$ cat src/rtl/arbitro_rr_fifo.sv
// Round-robin scheduler draining four source FIFOs into one destination FIFO,
// with burst quota per source, almost_full backpressure and sticky error halt.
module arbitro_rr_fifo #(
  parameter int tamano_datos = 10,
  parameter int rafaga       = 2
) (
  input  logic                      clk,
  input  logic                      reset,
  input  logic [3:0]                empty,
  input  logic [3:0]                error_fifo,
  input  logic [4*tamano_datos-1:0] data_fifo,
  input  logic                      almost_full_dest,
  output logic [3:0]                pop,
  output logic                      push,
  output logic [tamano_datos-1:0]   data_out,
  output logic [1:0]                grant,
  output logic [1:0]                estado,
  output logic                      error
);

  localparam int CW = $clog2(rafaga + 1);

  typedef enum logic [1:0] {
    IDLE   = 2'd0,
    ACTIVO = 2'd1,
    PAUSA  = 2'd2,
    ERROR  = 2'd3
  } estado_t;

  estado_t                 estado_q, estado_d;
  logic [1:0]              ptr_q, ptr_d;
  logic [1:0]              grant_q, grant_d;
  logic [CW-1:0]           cnt_q, cnt_d;
  logic                    push_q, push_d;
  logic [tamano_datos-1:0] data_q, data_d;
  logic                    error_q, error_d;

  logic [1:0] cand;
  logic [1:0] idx;
  logic       hay_cand;
  logic       permitido;
  logic       do_pop;

  // Keep the current source while it has quota; otherwise scan ptr+1..ptr+4,
  // where ptr+4 wraps back to ptr so a lone requester is never starved.
  always_comb begin
    cand     = ptr_q;
    idx      = ptr_q;
    hay_cand = 1'b0;
    if ((cnt_q < CW'(rafaga)) && !empty[ptr_q]) begin
      cand     = ptr_q;
      hay_cand = 1'b1;
    end else begin
      for (int k = 4; k >= 1; k--) begin
        idx = ptr_q + 2'(k);
        if (!empty[idx]) begin
          cand     = idx;
          hay_cand = 1'b1;
        end
      end
    end
  end

  assign permitido = !reset && (estado_q != ERROR) && !(|error_fifo) &&
                     !almost_full_dest && (empty != 4'b1111);
  assign do_pop    = permitido && hay_cand;
  assign pop       = do_pop ? (4'b0001 << cand) : 4'b0000;

  always_comb begin
    ptr_d   = ptr_q;
    cnt_d   = cnt_q;
    grant_d = grant_q;
    data_d  = data_q;
    push_d  = do_pop;
    if (do_pop) begin
      ptr_d   = cand;
      grant_d = cand;
      data_d  = data_fifo[cand*tamano_datos +: tamano_datos];
      if (cand == ptr_q)
        cnt_d = (cnt_q >= CW'(rafaga)) ? CW'(rafaga) : cnt_q + CW'(1);
      else
        cnt_d = CW'(1);
    end

    if ((|error_fifo) || (estado_q == ERROR))
      estado_d = ERROR;
    else if (do_pop)
      estado_d = ACTIVO;
    else if (almost_full_dest && (empty != 4'b1111))
      estado_d = PAUSA;
    else
      estado_d = IDLE;

    error_d = error_q | (estado_d == ERROR);
  end

  always_ff @(posedge clk or posedge reset) begin
    if (reset) begin
      estado_q <= IDLE;
      ptr_q    <= '0;
      cnt_q    <= '0;
      grant_q  <= '0;
      push_q   <= 1'b0;
      data_q   <= '0;
      error_q  <= 1'b0;
    end else begin
      estado_q <= estado_d;
      ptr_q    <= ptr_d;
      cnt_q    <= cnt_d;
      grant_q  <= grant_d;
      push_q   <= push_d;
      data_q   <= data_d;
      error_q  <= error_d;
    end
  end

  assign push     = push_q;
  assign data_out = data_q;
  assign grant    = grant_q;
  assign estado   = estado_q;
  assign error    = error_q;

endmodule
$ cat config.mk
export PLATFORM = sky130hd
export DESIGN_NAME = arbitro_rr_fifo
export DESIGN_NICKNAME = d
export VERILOG_FILES = /design/src/rtl/arbitro_rr_fifo.sv
export SDC_FILE = /design/constraint.sdc
export NUM_CORES = 1
export LEC_CHECK = 0
export CAP_MARGIN = 20
export CORE_MARGIN = 2
export CORE_UTILIZATION = 38
export CTS_BUF_LIST = sky130_fd_sc_hd__clkbuf_4 sky130_fd_sc_hd__clkbuf_8 sky130_fd_sc_hd__clkbuf_16
export DETAILED_ROUTE_END_ITERATION = 12
export PLACE_DENSITY = 0.78
export SETUP_SLACK_MARGIN = 0.2
export SLEW_MARGIN = 40
export SYNTH_ARGS = -nofsm -noshare
export SYNTH_HDL_FRONTEND = slang
export SYNTH_SLANG_ARGS = --single-unit
$ cat constraint.sdc
create_clock -name clk -period 3.7 [get_ports clk]
set_clock_uncertainty 0.05 [all_clocks]
set_input_delay 1.11 -clock clk [delete_from_list [all_inputs] [get_ports clk]]
set_output_delay 1.11 -clock clk [all_outputs]
set_load 0.02 [all_outputs]
# After elaboration in Yosys (flattened, before gate mapping)
# Cells that the tools add are included.
[classes] n_addsub=4 mul=1 bitwise=1 magnitude_cmp=6 shifts=2 n_eq_ne=5 n_reduce_logical=13 muxes=23
[ops] operator="$shiftx 40x7->10" count=1
[ops] operator="$mux 2" count=9
[ops] operator="$lt 2x3->1 const B" count=4
[ops] operator="$mux 1" count=9
[ops] operator="$bmux 1 s2" count=4
[ops] operator="$logic_and 1x1->1" count=7
[ops] operator="$mul 2x3->5 const B" count=1
[ops] operator="$add 2x1->2 const B" count=2
[ops] operator="$add 2x2->2 const B" count=2
[ops] operator="$eq 2x2->1 const B" count=2
[ops] operator="$logic_not 1->1" count=4
[ops] operator="$mux 4" count=1
[ops] operator="$ne 4x4->1 const B" count=1
[ops] operator="$reduce_or 4->1" count=1
[ops] operator="$shl 1x2->4 const A" count=1
[ops] operator="$eq 2x2->1" count=1
[ops] operator="$ge 2x2->1 const B" count=1
[ops] operator="$lt 2x2->1 const B" count=1
[ops] operator="$ne 2x2->1 const B" count=1
[ops] operator="$logic_or 1x1->1" count=1
[ops] operator="$or 1x1->1" count=1
[totals] input_bits=51 output_inout_bits=20 word_cells=61 regBits=18

# Longest topological paths before layout
[logic_depth] word_depth=12 depth_mapped=9 ltp_nobuf=7

# Least setup slack after synthesis
# No wires, ideal clock.
[synth_path] path_kind="input to output" from="input error_fifo[1]" to="output pop[1]" path_stages=7 path_slack_ns=-0.096 required_ns=2.540 arrival_time_ns=2.636 path_cell_list="nor4_1 -> nand2_1 -> or2_0 -> clkbuf_1 -> or2_1 -> buf_2 -> nor2_1"
[synth_between] elab_chain_len=7
[synth_rtl] element="start, declared" line="10" rtl="input logic [3:0] error_fifo,"
[synth_rtl] element="$reduce_or 4->1" line="64" rtl="assign permitido = !reset && (estado_q != ERROR) && !(|error_fifo) &&"
[synth_rtl] element="$logic_not 1->1" line="64"
[synth_rtl] element="$logic_and 1x1->1 (2 in series)" line="64"
[synth_rtl] element="$logic_and 1x1->1" line="65" rtl="!almost_full_dest && (empty != 4'b1111);"
[synth_rtl] element="$logic_and 1x1->1" line="66" rtl="assign do_pop = permitido && hay_cand;"
[synth_rtl] element="$mux 4" line="67" rtl="assign pop = do_pop ? (4'b0001 << cand) : 4'b0000;"
[synth_rtl] element="end, declared" line="13" rtl="output logic [3:0] pop,"
# No other way between the ends.

# Final worst setup path
[layout_path] from="input empty[3]" to="output pop[1]"
[layout_between] elab_chain_len=9
[layout_rtl] element="start, declared" line="9" rtl="input logic [3:0] empty,"
[layout_rtl] element="$bmux 1 s2" line="50, 56"
[layout_rtl] element="$mux 1 (implied by the code)" line="50, 56"
[layout_rtl] element="$mux 1 (4 in series)" line="56" rtl="if (!empty[idx]) begin"
[layout_rtl] element="$mux 1" line="50" rtl="if ((cnt_q < CW'(rafaga)) && !empty[ptr_q]) begin"
[layout_rtl] element="$logic_and 1x1->1" line="66"
[layout_rtl] element="$mux 4 *" line="67"
# Every way passes the cells marked *; elsewhere a longest branch is shown, timed or not. The select of a mux whose other input is x is not followed.

==> impl_results.md <==
- Layout cells sized above 1: approximately 31%
- RR Startpoint: grant[1]
- Power Dens Cells: between 150 and 200 mW/mm2
- Crit share post-route: a little over nine tenths
- Reg2Reg Depth: 9
- Worst slack, placed: -899 ps
- Dominant cells by area after synthesis: dfrtp_1 (37%), mux2i_1 (17%), o221ai_1 (7.2%)
- Unrepaired setup endpoints after global routing: true
- Ports: 71
- Period minus WS final: around 3500 ps
- Count of cell types in the netlist: 38
- Routed len/inst: 15.1 um
- Final core utilization: 75.5%
- Commonest cells post-synth: mux2i_1 (20), dfrtp_1 (18), nand2_1 (17)
- Maxcap violations: 0
- DR pass1 iterations: 2
- Diodes inserted: 0
- CP Class: primary input to output pin
- Post-synth EDFFs: 0
- CP Max Fanout: 5
- Global routing usage on met2: 43.6%
- Num CTS Buffers: 3
- Status: finished, final reports clean
- Clock latency at the later pin of the worst-skew pair: 310 ps
- # setup viols final: 0
- Area of the core: 0.00305 mm2
- Worst Path Required: between 2000 and 3000 ps
- Hold Crit Class: flip-flop to flip-flop
- Cell taking the most area after synthesis: dfrtp_1
- CTS Buffer Depth: 2
- Worst Setup End Kind: output pin
- Root Driver: clkbuf_4
- Vias in the first global route: 1,485
- Relative slew slack: 55.9%
- Dpl cell area: 0.00208 mm2
- Remaining DRCs: 0
- Avg Inst Size Synth: around 9.6 um2
- Die width: 60.4 um
- Static Leak: roughly 1.1 nW
- Clock Pin Slew Worst Setup and Hold Paths: approximately 110 ps
- GR Util met1: between 20% and 30%
- First-pass GRT wire length: around 6400 um
- Worst Tran Pin Value: ~660 ps
- Worst reg-to-reg setup slack: 1140 ps
- F_max: about 280 MHz
- Non-Filler Instances: between 200 and 300
- Area grow syn2layout: 90.6%
- Startpoint Class: primary input
- Hold Path End: data_out[0]
- YS warnings: 0
- Most frequent cell after synthesis: mux2i_1
- GRT Overall Usage: 23.8%
- Initial antenna violation count: 0
- Top FF cell, synth: dfrtp_1
- Cell Area, Synth: approximately 0.0012 mm2
- Sink Count: 18
- Placed cells: approximately 250
- Total power: 452 uW
- Vias/cell: 5.11
- Register area share after synthesis: roughly 37%
- Die height: 60.4 um
- Final nets: 270
- Antenna Nets Post-Route: 0
- VDD IR max: about 0.13 mV
- RR Endpoint: data_out[9]
- H-tree depth: 1
- Largest net degree at the start of global routing: 19
- Final number of hold-violating endpoints: 0
- Cell area after layout: approximately 0.0023 mm2
- Detailed Route WL: roughly 4000 um
- Starting Density: about 40%
- Hpwl dp: between 2000 and 3000 um
- Final GP Congestion: 0.854
- Synth Instances: between 100 and 150
- IO buf count: 70
- Post-Syn Nets: approximately 180
- Async SR Flop Fraction: 100%
- Routed vias: between 1,000 and 1,500
- GR peak layer: met2
- M3 GR Usage: under 10%
- Rows: 20
- Die area: ~0.0037 mm2
- HP Start: data_out[0]
- CTS tree: yes
- Yosys reg bits: 18
- Hold depth: 2
- Initial DRC Count: 92
- Critical Path AT: between 2000 and 2500 ps
- Top-area cell type share of the netlist area: a little under two fifths
- Fillcell total: 220
- Gr ovfl total: 0
- Final setup margin: 152 ps
- Final Max Slew Viols: 0
==> what timing repair did <==
action	in CTS	in global routing
hold buffers	0	0
endpoints found under the setup margin	4	4
resized for setup	80	14
pin swaps	13	12
setup buffers	6	3
==> cells in the final DEF (no fill, tap or decap), types with 3 or more instances in the layout <==
cell             netlist  layout
nand2_1               17      16
buf_4                  0      25
clkdlybuf4s50_1        0      56
dfrtp_1               18      18
a21oi_1                3       3
buf_6                  1       9
nor2_1                 8       4
clkbuf_4               0       3
nor2_4                 0       4
mux2i_1               20      20
o221ai_1              10      10
==> power by group <==
part | leakage [nW] | switching, mW | internal [mW]
Combinational | 0.839 | 0.0449 | 0.0816
Clock | 0.0210 | 0.0687 | 0.0601
Sequential | 0.231 | 0 | 0.197
Total | 1.09 | 0.114 | 0.338
==> worst max-delay path, cell delays in order <==
cell,delay (ps)
buf_12,110
buf_8,120
a211oi_4,270
a21oi_2,120
a22oi_4,340
buf_6,160
nor2_4,30
buf_6,120
==> metrics by stage <==
step | setup TNS, ps | hold WS [ps]
floorplan | 0 | 475
global placement | -3060 | 419
detailed placement | -3380 | 421
CTS | 0 | 451
global route | 0 | 464
finish | 0 | 450
==> layer usage <==
layer | share of wire (%) | up-vias | wire length [um]
met5 | 0 | - | 0
met4 | 1.7 | 0 | 66
met3 | 6.2 | 8 | 247
met2 | 53 | 55 | 2110
met1 | 39 | 633 | 1530
li1 | - | 643 | -
==> cell type report <==
type                       count  area (um2)  area share, %
sequential                    18         450           19.5
tap                           44        55.1           2.39
timing repair buffer          97         932           40.4
clock buffer                   4        36.3           1.57
multi-input combinational     94         808           35.1
inverter                       5        23.8           1.03
==> registers in the layout (all words and copies together) (netlist names) <==
name and flops:
cnt_q 2, data_out 10, error 1, estado 2
grant 2, push 1
==> cell families (layout without fill, tap and decap cells) <==
kind of cell / after synthesis / count (layout) / share of synthesized area [%]
simple gates: 42 / 42 / 16.7
compound gates: 31 / 31 / 20.9
mux: 21 / 21 / 17.8
flops: 18 / 18 / 37.2
buf+inv: 14 / 106 / 7.45
==> how the worst max path moves through the flow <==
stage	startpoint	slack, ps	to	cells past startpoint
3_5_place_dp	empty[2]	-900	pop[1]	7
5_1_grt	empty[3]	100	pop[1]	8
4_1_cts	empty[0]	120	pop[1]	8
2_1_floorplan	empty[3]	160	pop[3]	8
6_report	empty[3]	150	pop[1]	8
3_3_place_gp	empty[2]	-810	pop[3]	7
Power figures use the tool's default switching activity.
==> variant: new RTL, same flow settings <==
`tamano_datos`: 10 -> 9.
--- a/src/rtl/arbitro_rr_fifo.sv
+++ b/src/rtl/arbitro_rr_fifo.sv
@@ -3,3 +3,3 @@
 module arbitro_rr_fifo #(
-  parameter int tamano_datos = 10,
+  parameter int tamano_datos = 9,
   parameter int rafaga       = 2
Ports: changed (resized data_fifo and data_out); port bits go from 71 to 66. The function was not compared with the original's and may differ.
==> variant against the unedited design <==
Design area increased by 7.3%. Wire length increased by 13%. Register-to-register slack got worse by 0.15 ns. Total power decreased by 7.7%. First-iteration DRC count decreased by 59%. Sequential cell count decreased by 1. Combinational power increased by 7%. Synthesized area increased by 10%. Setup slack improved by 0.035 ns. Die area increased by 9.6%. Critical endpoint is now pop[3].
==> variant: results (changes against the unedited design) <==
[worst_hold_path]
hold_depth=1  ; was 2
hold_start=error  ; was data_out[0]
min_to=error  ; was data_out[0]

[layout]
drive_gt1_share_pct=36.5  ; was 31.2%
largest_reg_flops=9  ; was 10
fin_nets=297  ; was 270
nFillCells=259  ; was 220

[critical_path]
cp.arrival_ns=2.35  ; was 2.39 ns
cp_top_family=buffers and inverters  ; was compound AO/OA/AOI/OAI gates
slowest_stage=o21ai_1  ; was a22oi_4
worst_r2r_path_depth=18  ; was 9
rrSetupSlack_ns=0.99  ; was 1.14 ns
r2r_end=error  ; was data_out[9]
crit_fanout=8  ; was 5
crit_path_max_incr_delay_ns=0.29  ; was 0.34 ns
critPathCapture=pop[3]  ; was pop[1]

[pwr]
ir_worst_vdd_v=0.000101  ; was 0.000125 V
internal_power_uw=309  ; was 338 uW
power.leakage_nw=1.06  ; was 1.09 nW

[place]
hpwl_um=3350  ; was 2830 um
gp_congestion=0.831  ; was 0.854
portBuffers=65  ; was 70
placed_area_mm2=0.00225  ; was 0.00208 mm2

[yosys]
postSynthAreaPerCell_um2=9.46  ; was 9.60 um2
yosys.cell_types.count=45  ; was 38
synth.area.top_cells=dfrtp_1 (32%), mux2_4 (7.9%), nand2_1 (7.0%), o221a_1 (6.8%), a22oi_1 (3.9%)  ; was dfrtp_1 (37%), mux2i_1 (17%), o221ai_1 (7.2%), nand2_1 (5.3%), nor2_1 (2.5%)
netlist_top_cells_count=nand2_1 (25), dfrtp_1 (17), nand4_1 (8), o221a_1 (8)  ; was mux2i_1 (20), dfrtp_1 (18), nand2_1 (17)

[route]
firstDrtPassIters=4  ; was 2
dr_total_vias=1518  ; was 1339
routed_wl_um=4480  ; was 3950 um
drt_iter0_markers=38  ; was 92
viasPerCell=5.15  ; was 5.11
met1_length_um=1850  ; was 1530 um
wl_met2_um=2430  ; was 2110 um

[sta]
worstMarginPinSlew_ns=0.618  ; was 0.661 ns

[clocking]
clockBufferDepth=2  ; unchanged
htree_levels=1  ; unchanged
cts_inserted_buffers=3  ; unchanged

[grt]
antenna_found_initial=0  ; unchanged
grtUsageTotal_pct=23.4  ; was 23.8%
use_met2_pct=45.9  ; was 43.6%
use_met3_pct=1.61  ; was 5.33%
grt_pass1_wl_um=7490  ; was 6440 um

[outcome]
status=finished clean  ; unchanged

==> variant: changes by cell type after synthesis, sizes merged, moves of 7 or more <==
cell	unedited run	this run
o221ai	10	1
a22oi	2	9
mux2	1	8
nand4	0	8
nand2	17	25
mux2i	20	5
o221a	0	8
==> variant: per-stage QoR <==
| step | util, % | setup WS, ns | hold WS, ns |
|---|---|---|---|
| 2_1_floorplan | - | 0.186 | 0.449 |
| 3_3_place_gp | 66.8 | -0.751 | 0.404 |
| 3_5_place_dp | 66.8 | -0.805 | 0.414 |
| 4_1_cts | 72.5 | 0.176 | 0.437 |
| 5_1_grt | 73.5 | 0.104 | 0.490 |
| 6_report | 73.5 | 0.187 | 0.453 |
==> variant: area by class of cell <==
type	instances	area, um2	area share [%]
clock inverters	1	5.00	0.202
inverters	4	17.5	0.708
clock buffers	3	22.5	0.910
well taps	46	57.6	2.33
flip-flops and latches	17	425	17.2
repair buffers	110	1000	40.5
multi-input cells	114	943	38.1
==> variant: power by group through the flow <==
stage          logic [mW]  clock network [mW]  registers [mW]
3_3_place_gp        0.124                   0           0.189
4_1_cts             0.134              0.0991           0.186
2_1_floorplan      0.0533                   0           0.189
6_report            0.135              0.0963           0.186
3_5_place_dp        0.129                   0           0.189
5_1_grt             0.144               0.106           0.186
==> variant: repair_timing <==
| action | CTS | global route |
|---|---|---|
| hold buffers | 0 | 0 |
| pin swaps | 11 | 4 |
| setup endpoints to repair | 4 | 6 |
| buffers inserted | 18 | 0 |
| gates resized for setup | 70 | 11 |
==> variant: cell families (layout without fill, tap and decap cells) <==
kind of cell	Yosys count	count (layout)	synth area share (%)
compound gates	41	41	27.9
buf+inv	10	118	3.47
flops	17	17	31.9
mux	13	13	12.5
simple gates	60	60	24.3
